## config.mk

```make
export PLATFORM = sky130hd
export DESIGN_NAME = mult8_wb_host
export DESIGN_NICKNAME = d
export VERILOG_FILES = /design/src/rtl/mult8_wb_host_pkg.sv /design/src/rtl/mult8_host_seq.sv /design/src/rtl/mult8_wb_host.sv
export SDC_FILE = /design/constraint.sdc
export NUM_CORES = 1
export LEC_CHECK = 0
export CELL_PAD_IN_SITES_DETAIL_PLACEMENT = 1
export CELL_PAD_IN_SITES_GLOBAL_PLACEMENT = 1
export CORE_MARGIN = 10
export CORE_UTILIZATION = 34
export DETAILED_ROUTE_END_ITERATION = 12
export GPL_ROUTABILITY_DRIVEN = 0
export HOLD_SLACK_MARGIN = 0.02
export MAX_ROUTING_LAYER = met4
export PLACE_DENSITY = 0.86
export SLEW_MARGIN = 20
export SYNTH_ARGS = -nofsm -noshare
export SYNTH_HDL_FRONTEND = slang
export SYNTH_SLANG_ARGS = --single-unit
```

## constraint.sdc

```tcl
create_clock -name wb_clk_i -period 2.5 [get_ports wb_clk_i]
set_input_delay 0.625 -clock wb_clk_i [delete_from_list [all_inputs] [get_ports wb_clk_i]]
set_output_delay 0.625 -clock wb_clk_i [all_outputs]
set_load 0.05 [all_outputs]
```

## src/rtl/mult8_wb_host_pkg.sv

```systemverilog
// rtl/mult8_wb_host_pkg.sv - register map, CTRL bit positions and sequencer states for mult8_wb_host
package mult8_wb_host_pkg;

    localparam logic [7:0] REG_CTRL   = 8'h00;
    localparam logic [7:0] REG_OPER   = 8'h04;
    localparam logic [7:0] REG_RESULT = 8'h08;
    localparam logic [7:0] REG_COUNT  = 8'h0C;

    // CTRL write bits
    localparam int CTRL_START  = 0;
    localparam int CTRL_CLR    = 1;
    localparam int CTRL_IRQ_EN = 3;

    // CTRL read bits
    localparam int STAT_BUSY = 0;
    localparam int STAT_DONE = 1;
    localparam int STAT_ERR  = 2;

    typedef enum logic [1:0] {
        ST_IDLE  = 2'd0,
        ST_ISSUE = 2'd1,
        ST_WAIT  = 2'd2
    } state_t;

endpackage

```

## src/rtl/mult8_host_seq.sv

```systemverilog
// rtl/mult8_host_seq.sv - start/done initiator FSM with timeout, product capture and completion count
module mult8_host_seq
    import mult8_wb_host_pkg::*;
#(
    parameter int TIMEOUT_CYCLES = 64
) (
    input  logic        i_clk,
    input  logic        i_resetn,
    input  logic        i_start_req,
    input  logic        i_clr_req,
    input  logic        i_done_clr_req,
    input  logic        i_mul_done,
    input  logic [15:0] i_mul_product,
    output logic        o_mul_start,
    output logic        o_busy,
    output logic        o_done,
    output logic        o_err,
    output logic [15:0] o_product,
    output logic [15:0] o_count
);

    localparam logic [15:0] TIMER_LAST = 16'(TIMEOUT_CYCLES - 1);

    state_t      r_state;
    logic [15:0] r_timer;
    logic        r_start;
    logic        r_done;
    logic        r_err;
    logic [15:0] r_product;
    logic [15:0] r_count;

    // Clears are applied first so a completion in the same cycle overrides them.
    always_ff @(posedge i_clk) begin
        if (!i_resetn) begin
            r_state   <= ST_IDLE;
            r_timer   <= 16'h0;
            r_start   <= 1'b0;
            r_done    <= 1'b0;
            r_err     <= 1'b0;
            r_product <= 16'h0;
            r_count   <= 16'h0;
        end else begin
            r_start <= 1'b0;
            if (i_clr_req) begin
                r_done <= 1'b0;
                r_err  <= 1'b0;
            end
            if (i_done_clr_req) begin
                r_done <= 1'b0;
            end
            case (r_state)
                ST_IDLE: begin
                    if (i_start_req) begin
                        r_done  <= 1'b0;
                        r_err   <= 1'b0;
                        r_start <= 1'b1;
                        r_state <= ST_ISSUE;
                    end
                end
                ST_ISSUE: begin
                    r_timer <= 16'h0;
                    r_state <= ST_WAIT;
                end
                ST_WAIT: begin
                    if (i_mul_done) begin
                        r_product <= i_mul_product;
                        r_done    <= 1'b1;
                        r_count   <= r_count + 16'h1;
                        r_state   <= ST_IDLE;
                    end else if (r_timer == TIMER_LAST) begin
                        r_err   <= 1'b1;
                        r_state <= ST_IDLE;
                    end else begin
                        r_timer <= r_timer + 16'h1;
                    end
                end
                default: r_state <= ST_IDLE;
            endcase
        end
    end

    assign o_mul_start = r_start;
    assign o_busy      = (r_state != ST_IDLE);
    assign o_done      = r_done;
    assign o_err       = r_err;
    assign o_product   = r_product;
    assign o_count     = r_count;

endmodule

```

## src/rtl/mult8_wb_host.sv

```systemverilog
// rtl/mult8_wb_host.sv - Wishbone slave host for the 8x8 multiplier; MULT8_WB_HOST_IRQ_EN adds irq_o and CTRL irq_en
module mult8_wb_host
    import mult8_wb_host_pkg::*;
#(
    parameter logic [31:0] BASE_ADDR      = 32'h3000_0000,
    parameter int          TIMEOUT_CYCLES = 64
) (
`ifdef MULT8_WB_HOST_IRQ_EN
    output logic        irq_o,
`endif
    input  logic        wb_clk_i,
    input  logic        wb_rst_i,
    input  logic        wbs_cyc_i,
    input  logic        wbs_stb_i,
    input  logic        wbs_we_i,
    input  logic [3:0]  wbs_sel_i,
    input  logic [31:0] wbs_adr_i,
    input  logic [31:0] wbs_dat_i,
    output logic        wbs_ack_o,
    output logic [31:0] wbs_dat_o,
    output logic [7:0]  mul_a_o,
    output logic [7:0]  mul_b_o,
    output logic        mul_start_o,
    input  logic        mul_done_i,
    input  logic [15:0] mul_product_i
);

    logic        r_ack;
    logic [31:0] r_dat;
    logic [7:0]  r_a;
    logic [7:0]  r_b;

    logic        w_hit;
    logic        w_wr;
    logic        w_rd;
    logic [7:0]  w_off;
    logic [31:0] w_rdata;
    logic        w_busy;
    logic        w_done;
    logic        w_err;
    logic [15:0] w_product;
    logic [15:0] w_count;
    logic        w_irq_en;
    logic        w_unused;

    // Blocking the hit during the ack cycle keeps a held strobe from being acked twice.
    assign w_hit = wbs_cyc_i & wbs_stb_i & (wbs_adr_i[31:8] == BASE_ADDR[31:8]) & ~r_ack;
    assign w_wr  = w_hit & wbs_we_i;
    assign w_rd  = w_hit & ~wbs_we_i;
    assign w_off = wbs_adr_i[7:0];
    assign w_unused = ^{wbs_sel_i[3:2], wbs_dat_i[31:16]};

    always_comb begin
        w_rdata = 32'h0;
        case (w_off)
            REG_CTRL: begin
                w_rdata[STAT_BUSY]   = w_busy;
                w_rdata[STAT_DONE]   = w_done;
                w_rdata[STAT_ERR]    = w_err;
                w_rdata[CTRL_IRQ_EN] = w_irq_en;
            end
            REG_OPER:   w_rdata = {16'h0, r_b, r_a};
            REG_RESULT: w_rdata = {16'h0, w_product};
            REG_COUNT:  w_rdata = {16'h0, w_count};
            default:    w_rdata = 32'h0;
        endcase
    end

    always_ff @(posedge wb_clk_i) begin
        if (!wb_rst_i) begin
            r_ack <= 1'b0;
            r_dat <= 32'h0;
            r_a   <= 8'h0;
            r_b   <= 8'h0;
        end else begin
            r_ack <= w_hit;
            if (w_hit) begin
                r_dat <= w_rd ? w_rdata : 32'h0;
            end
            if (w_wr && (w_off == REG_OPER) && !w_busy) begin
                if (wbs_sel_i[0]) r_a <= wbs_dat_i[7:0];
                if (wbs_sel_i[1]) r_b <= wbs_dat_i[15:8];
            end
        end
    end

`ifdef MULT8_WB_HOST_IRQ_EN
    logic r_irq_en;
    logic r_irq;

    always_ff @(posedge wb_clk_i) begin
        if (!wb_rst_i) begin
            r_irq_en <= 1'b0;
            r_irq    <= 1'b0;
        end else begin
            if (w_wr && (w_off == REG_CTRL)) begin
                r_irq_en <= wbs_dat_i[CTRL_IRQ_EN];
            end
            r_irq <= r_irq_en & (w_done | w_err);
        end
    end

    assign w_irq_en = r_irq_en;
    assign irq_o    = r_irq;
`else
    assign w_irq_en = 1'b0;
`endif

    mult8_host_seq #(
        .TIMEOUT_CYCLES(TIMEOUT_CYCLES)
    ) u_seq (
        .i_clk          (wb_clk_i),
        .i_resetn       (wb_rst_i),
        .i_start_req    (w_wr && (w_off == REG_CTRL) && wbs_dat_i[CTRL_START]),
        .i_clr_req      (w_wr && (w_off == REG_CTRL) && wbs_dat_i[CTRL_CLR]),
        .i_done_clr_req (w_rd && (w_off == REG_RESULT)),
        .i_mul_done     (mul_done_i),
        .i_mul_product  (mul_product_i),
        .o_mul_start    (mul_start_o),
        .o_busy         (w_busy),
        .o_done         (w_done),
        .o_err          (w_err),
        .o_product      (w_product),
        .o_count        (w_count)
    );

    assign wbs_ack_o = r_ack;
    assign wbs_dat_o = r_dat;
    assign mul_a_o   = r_a;
    assign mul_b_o   = r_b;

endmodule

```

==> reports/qor.yml, run 1 <==
hold_path:
  worst_hold_path_type: "reg -> reg"
  holdCritStartpoint: "u_seq.o_product[13]$_SDFFE_PN0P_"
cells_and_area:
  stdcell_area_um2: 5718
  area_growth_pct: 37.94
  n_antenna_cell: 0
  final_nets: 663
  drive_gt1_share_pct: 11.98
floorplan:
  die_w_um: 130.4
  fp-row-count: 40
  fp.dieH_um: 130.4
  die_area_um2: 17010
  design.portCount: 140
  start_util_pct: 34.65
  core_um2: 11960
yosys:
  ys_seq_elements: 86
  synth_top_flop_cell: "dfxtp_1"
  syn_inst: 460
  ys_types: 53
  ys_warn_count: 0
  syn_avg_cell_area_um2: 9.011
  synth_edf_count: 0
  synth_largest_area_cell: "dfxtp_1"
  synth-async-reset-ratio_pct: 0
  syn-cell-area_um2: 4145
  synth_area_leaders: "dfxtp_1 (42%), nor2_1 (5.9%), nand2_1 (4.5%)"
  yosysTopAreaCellShare_pct: 41.53
  yosysSeqAreaShare_pct: 41.53
worst_setup_path:
  timing.rr.start: "u_seq.r_timer[5]$_SDFFE_PN0P_"
  crit_fanout: 12
  critical_path.max_stage_delay_ns: 0.68
  worstSetupEndpointType: "flip-flop"
  crit_slowest_cell: "or4_4"
  critical_path_class: "in -> reg"
  cp-startpoint: "wbs_adr_i[16]"
  critPathArrivalTime_ns: 2.62
  required_ns: 2.78
  crit_chain: "clkdlybuf4s50_1 -> nor4_4 -> nand4_4 -> or4_4 -> a2bb2oi_1 -> nor2_1"
  r2r_setup_slack_ns: 0.40
  worst_setup_path_start_kind: "primary input"
placed_design:
  pre_cts_ws_ns: -0.2106
  port_buffers: 105
  placed_cell_area_um2: 5389
  hpwl_um: 10880
timing:
  postLayoutSetupSlackWorst_ns: 0.1612
  finClkSkew_ns: 0.01313
  setup_violations: 0
  rsz0062_at_grt: "no"
  period_needed_ns: 2.339
  finalSetupTns_ns: 0
  fin_hold_ws_ns: 0.4610
  hold_viol_final: 0
  fin_crit_sh_pct: 93.55
  finalMaxSlewViolations: 0
  worstMarginPinSlew_ns: 0.5704
  maxSlewHeadroom_pct: 61.86
  fmax_ghz: 0.4276
detailed_routing:
  vias_per_cell: 5.296
  drt_iter0_drc: 191
  wirelength_um: 14230
  drc: 0
  drtAntennaViolNets: 0
  dr_total_vias: 3829
  first_pass_iters: 4
  wire_per_inst_um: 19.67
job:
  maxCapViolCount: 0
status:
  status: "finished clean"
power_and_ir_drop:
  p_leak_nw: 2.019
  peakVddDrop_mv: 0.2811
  p_total_w: 0.003051
  pwr_density_cell_nw_per_um2: 533.6
global_route:
  first_global_vias: 4210
  grt_first_pass_wirelength_um: 22270
  antenna_found_initial: 0
  grt_max_degree: 42
  overflow: 0
  grt_usage_pct: 16.98
clock_tree:
  cts_tree: "done"
  cts-root-buf: "clkbuf_16"
  cts_setup_buffers: 0
  numCtsBuffers: 9
  cts_sinks: 86
  clock_path_buffers: 2
  clk_latency_ns: 0.34
  cts.clk_slew.worst_paths_ns: 0.07
  htreeDepth: 3
[kinds of logic after synthesis]
| family | Yosys count | share of synthesized area (%) |
|---|---|---|
| AND/OR/NAND/NOR | 205 | 27.38 |
| XOR/XNOR | 24 | 5.071 |
| buffers and inverters | 44 | 5.735 |
| multiplexers | 34 | 9.538 |
| other | 1 | 0.09047 |
| adder cells (fa/ha/maj) | 2 | 0.6036 |
| AO/OA/AOI/OAI | 64 | 10.05 |
| flip-flops | 86 | 41.53 |
[where the power goes]
group,internal [W],total [W],switching (W)
registers,0.00137,0.00137,0.000000000000436
clock network,0.000838,0.00141,0.000576
logic,0.000126,0.000268,0.000142
total,0.00233,0.00305,0.000718
[routing by layer]
layer | wire, um | track usage [%] | vias to the layer above
li1 | - | - | 1821
met5 | 0 | - | -
met4 | 271 | 5.952 | 0
met2 | 7206 | 29.08 | 109
met1 | 5975 | 19.47 | 1879
met3 | 772 | 3.344 | 20
[stage by stage]
step	std cells	utilization, %
floorplan	475	-
global placement	707	45.05
detailed placement	707	45.05
CTS	723	47.70
global route	723	47.80
finish	723	47.80
[worst paths after layout]
check,endpoint,cells after the start
max,wbs_dat_o[10]$_SDFFE_PN0N_,6
min,u_seq.o_product[13]$_SDFFE_PN0P_,2
max reg2reg,u_seq.r_timer[11]$_SDFFE_PN0P_,5
min reg2reg,u_seq.o_product[13]$_SDFFE_PN0P_,2
[cell usage after synthesis, types with 2 or more instances]
| cell | n |
|---|---|
| and2_1 | 2 |
| ha_1 | 2 |
| xnor2_1 | 4 |
| nand3_1 | 17 |
| a21oi_1 | 27 |
| mux4_2 | 3 |
| nand3_2 | 2 |
| xor2_1 | 20 |
| or3_1 | 3 |
| nor2b_1 | 2 |
| nand4_1 | 12 |
| nor2_1 | 65 |
| and3_1 | 7 |
| nand3b_1 | 2 |
| dfxtp_1 | 86 |
| nor4_1 | 10 |
| inv_1 | 3 |
| nor4b_1 | 2 |
| mux2_2 | 14 |
| and3b_1 | 2 |
| o21ai_0 | 5 |
| nand2_1 | 50 |
| buf_4 | 17 |
| a2bb2oi_1 | 12 |
| nor3_1 | 5 |
| buf_2 | 7 |
| nor4_2 | 2 |
| mux2i_1 | 17 |
| a22oi_1 | 13 |
| and4_1 | 5 |
| nor4_4 | 5 |
| clkbuf_1 | 16 |
[final cells by class]
type	count	area, um2
Clock inverter	5	63.81
Tap cell	147	183.9
Timing Repair Buffer	125	1226
Multi-Input combinational cell	345	2255
Sequential cell	86	1722
Fill cell	1363	6243
Clock buffer	11	252.7
Inverter	4	15.01
[layout by cell type, fill, tap and decap left out, types with 9 or more instances in the layout]
cell             netlist  routed
a21oi_1               27      27
a22oi_1               13      13
a2bb2oi_1             12      12
buf_4                 17      18
clkbuf_16              0       9
clkdlybuf4s50_1        0     105
conb_1                 1      16
dfxtp_1               86      86
mux2_2                14      14
mux2i_1               17      17
nand2_1               50      50
nand3_1               17      17
nand4_1               12      12
nor2_1                65      65
nor4_1                10      10
xor2_1                20      20
[registers in the layout, indices dropped and copies added, names as in the netlist]
signal	flops
mul_a_o	8
mul_b_o	8
u_seq.o_count	16
u_seq.o_done	1
u_seq.o_err	1
u_seq.o_mul_start	1
u_seq.o_product	16
u_seq.r_state	2
u_seq.r_timer	16
wbs_ack_o	1
wbs_dat_o	16
[critical path, delay by kind of cell]
family                 cells  cell delay (ns)
AO/OA/AOI/OAI              1             0.19
AND/OR/NAND/NOR            4             1.33
buffers and inverters      1             0.46
[what timing repair did]
action	CTS	global route
hold buffers	0	0
setup endpoints to repair	0	7
gates resized for setup	0	2
Note: power is estimated with default switching activity, not from simulation.
==> run 2: changes to the inputs <==
--- a/config.mk
+++ b/config.mk
@@ -9,12 +9,13 @@
 export CELL_PAD_IN_SITES_GLOBAL_PLACEMENT = 1
 export CORE_MARGIN = 10
 export CORE_UTILIZATION = 34
+export CTS_CLUSTER_SIZE = 40
 export DETAILED_ROUTE_END_ITERATION = 12
 export GPL_ROUTABILITY_DRIVEN = 0
 export HOLD_SLACK_MARGIN = 0.02
 export MAX_ROUTING_LAYER = met4
 export PLACE_DENSITY = 0.86
-export SLEW_MARGIN = 20
+export SKIP_CTS_REPAIR_TIMING = 1
 export SYNTH_ARGS = -nofsm -noshare
 export SYNTH_HDL_FRONTEND = slang
 export SYNTH_SLANG_ARGS = --single-unit
==> results of run 2 <==
Final layout, timing and power as in run 1 (identical DEF).
==> run 3: changes to the inputs <==
--- a/config.mk
+++ b/config.mk
@@ -8,13 +8,14 @@
 export CELL_PAD_IN_SITES_DETAIL_PLACEMENT = 1
 export CELL_PAD_IN_SITES_GLOBAL_PLACEMENT = 1
 export CORE_MARGIN = 10
-export CORE_UTILIZATION = 34
+export CORE_UTILIZATION = 35
+export CTS_BUF_LIST = sky130_fd_sc_hd__clkbuf_4
 export CTS_CLUSTER_SIZE = 40
 export DETAILED_ROUTE_END_ITERATION = 12
 export GPL_ROUTABILITY_DRIVEN = 0
 export HOLD_SLACK_MARGIN = 0.02
 export MAX_ROUTING_LAYER = met4
-export PLACE_DENSITY = 0.86
+export PLACE_DENSITY = 0.88
 export SKIP_CTS_REPAIR_TIMING = 1
 export SYNTH_ARGS = -nofsm -noshare
 export SYNTH_HDL_FRONTEND = slang
==> run 3 against run 2 <==
Effect of this change:
- sequential power about the same
- sequential share of layout area grew 0.98 points
- critical path depth shrank 5
- routed wire length decreased by 0.57%
- highest routed layer unchanged
==> reports/qor.yml, run 3 (synthesis gave the netlist of run 1 again) <==
status:
  status: "finished clean"
cells_and_area:
  final_cell_mix: "clkdlybuf4s50_1 (105), dfxtp_1 (86), nor2_1 (65)"
  area_growth_pct: 33.59
  ff_latch_area_um2: 1722  # unchanged
  drive_gt1_share_pct: 11.96  # -0.021 points
  multiInputGateArea_um2: 2246  # -0.39%
  final_nets: 664  # +0.15%
  utilization_pct: 48.09  # +0.28 points
  layout.cells.non_filler: 721  # -0.28%
  n_fill_cell: 1365  # +0.15%
  final_common_cell: "clkdlybuf4s50_1"
floorplan:
  fp-row-count: 39  # -2.5%
  die_area_um2: 16600  # -2.4%
  start_util_pct: 36.00  # +1.3 points
  die_w_um: 128.8  # -1.2%
  core_um2: 11520  # -3.7%
  fp.dieH_um: 128.8  # -1.2%
  design.portCount: 140  # unchanged
placed_design:
  dp_cells: 704  # -0.42%
  hpwl_um: 11080  # +1.9%
  pre_cts_ws_ns: -0.1885  # +0.02205 ns
  port_buffers: 105  # unchanged
worst_setup_path:
  r2r_setup_slack_ns: 0.41  # about the same
  critical_path_class: "reg -> out"
  worstSetupEndpointType: "output pin"
  crit_chain: "clkdlybuf4s50_1"
  crit_fanout: 3  # -9
  critPathArrivalTime_ns: 1.74  # -0.88 ns
  crit_family: "buffers and inverters"
  crit_buf_inv: 1  # unchanged
  crit_slowest_cell: "clkdlybuf4s50_1"
  worst_setup_path_start_kind: "flip-flop"
  required_ns: 1.88  # -0.90 ns
  critical_path.max_stage_delay_ns: 0.84  # +0.16 ns
timing:
  finalMaxSlewViolations: 0  # unchanged
  postLayoutSetupSlackWorst_ns: 0.1382  # -0.02302 ns
  finClkSkew_ns: 0.03490  # +0.02177 ns
  worstMarginPinSlew_ns: 0.5767  # +0.006348 ns
  setup_violations: 0  # unchanged
  hold_viol_final: 0  # unchanged
  fin_hold_ws_ns: 0.4679  # +0.006905 ns
  fmax_ghz: 0.4234  # -0.97%
  rsz0062_at_grt: "no"
  period_needed_ns: 2.362  # +0.02302 ns
  maxSlewHeadroom_pct: 61.43  # -0.42 points
  fin_crit_sh_pct: 94.47  # +0.92 points
detailed_routing:
  dr_total_vias: 3828  # -0.026%
  drtAntennaViolNets: 0  # unchanged
  wire_per_inst_um: 19.62  # -0.29%
  first_pass_iters: 4  # unchanged
  wirelength_um: 14140  # -0.57%
  drt_iter0_drc: 179  # -6.3%
  drc: 0  # unchanged
  vias_per_cell: 5.309  # +0.25%
clock_tree:
  cts_sinks: 86  # unchanged
  clk_latency_ns: 0.47  # +0.13 ns
  clock_path_buffers: 2  # unchanged
  cts_tree: "done"
  cts-root-buf: "clkbuf_4"
  cts.clk_slew.worst_paths_ns: 0.14  # +0.07 ns
  numCtsBuffers: 9  # unchanged
  htreeDepth: 3  # unchanged
global_route:
  overflow: 0  # unchanged
  grt_max_degree: 57  # +36%
  antenna_found_initial: 1  # +1
  first_global_vias: 4133  # -1.8%
  grt_usage_pct: 17.34  # +0.36 points
  grt_first_pass_wirelength_um: 22320  # +0.22%
power_and_ir_drop:
  peakVddDrop_mv: 0.2197  # -22%
  pwr_density_cell_nw_per_um2: 443.9  # -17%
  p_leak_nw: 1.945  # -3.7%
job:
  maxCapViolCount: 0  # unchanged
hold_path:
  worst_hold_path_type: "reg -> reg"
run 3: changes by cell type in the layout (fill, tap and decap cells not counted), sizes merged:
cell	delta
clkinv	+3
inv	-1
clkbuf	-2
diode	+1
buf	+1
run 3: worst paths after layout:
kind,from,endpoint,cells after the start
worst max-delay path,wbs_ack_o$_SDFF_PN0_,wbs_ack_o,1
worst min register to register,u_seq.o_product[7]$_SDFFE_PN0P_,u_seq.o_product[7]$_SDFFE_PN0P_,2
worst max register to register,u_seq.r_timer[5]$_SDFFE_PN0P_,u_seq.r_timer[11]$_SDFFE_PN0P_,5
worst min-delay path,u_seq.o_product[7]$_SDFFE_PN0P_,u_seq.o_product[7]$_SDFFE_PN0P_,2
run 3: final cells by class:
| class | instances | area share [%] |
|---|---|---|
| diodes | 1 | 0.04519 |
| clock buffers | 9 | 1.220 |
| clock inverters | 7 | 1.310 |
| inverters | 4 | 0.2711 |
| multi-input cells | 345 | 40.56 |
| flip-flops and latches | 86 | 31.09 |
| well taps | 143 | 3.231 |
| repair buffers | 126 | 22.28 |
run 3: stage by stage:
step | power [W] | setup TNS, ns | cell area (um2)
after floorplan | 0.001528 | 0 | 4202
after global placement | 0.001661 | -1.781 | 5391
after detailed placement | 0.001668 | -3.943 | 5391
after CTS | 0.002473 | 0 | 5532
after global routing | 0.002549 | 0 | 5538
final | 0.002459 | 0 | 5538
run 3: per-layer routing:
metal	global-route usage [%]	vias to the layer above	part of all wire [%]
li1	-	1834	-
met1	19.43	1854	42
met2	29.28	119	50
met3	4.271	21	6.0
met4	6.555	0	2.2
met5	-	-	0
run 3: power breakdown:
part               switching (W)  total (W)  internal (W)
sequential     0.000000000000484    0.00137       0.00137
clock                   0.000512   0.000819      0.000306
combinational           0.000140   0.000269      0.000129
total                   0.000653    0.00246       0.00181
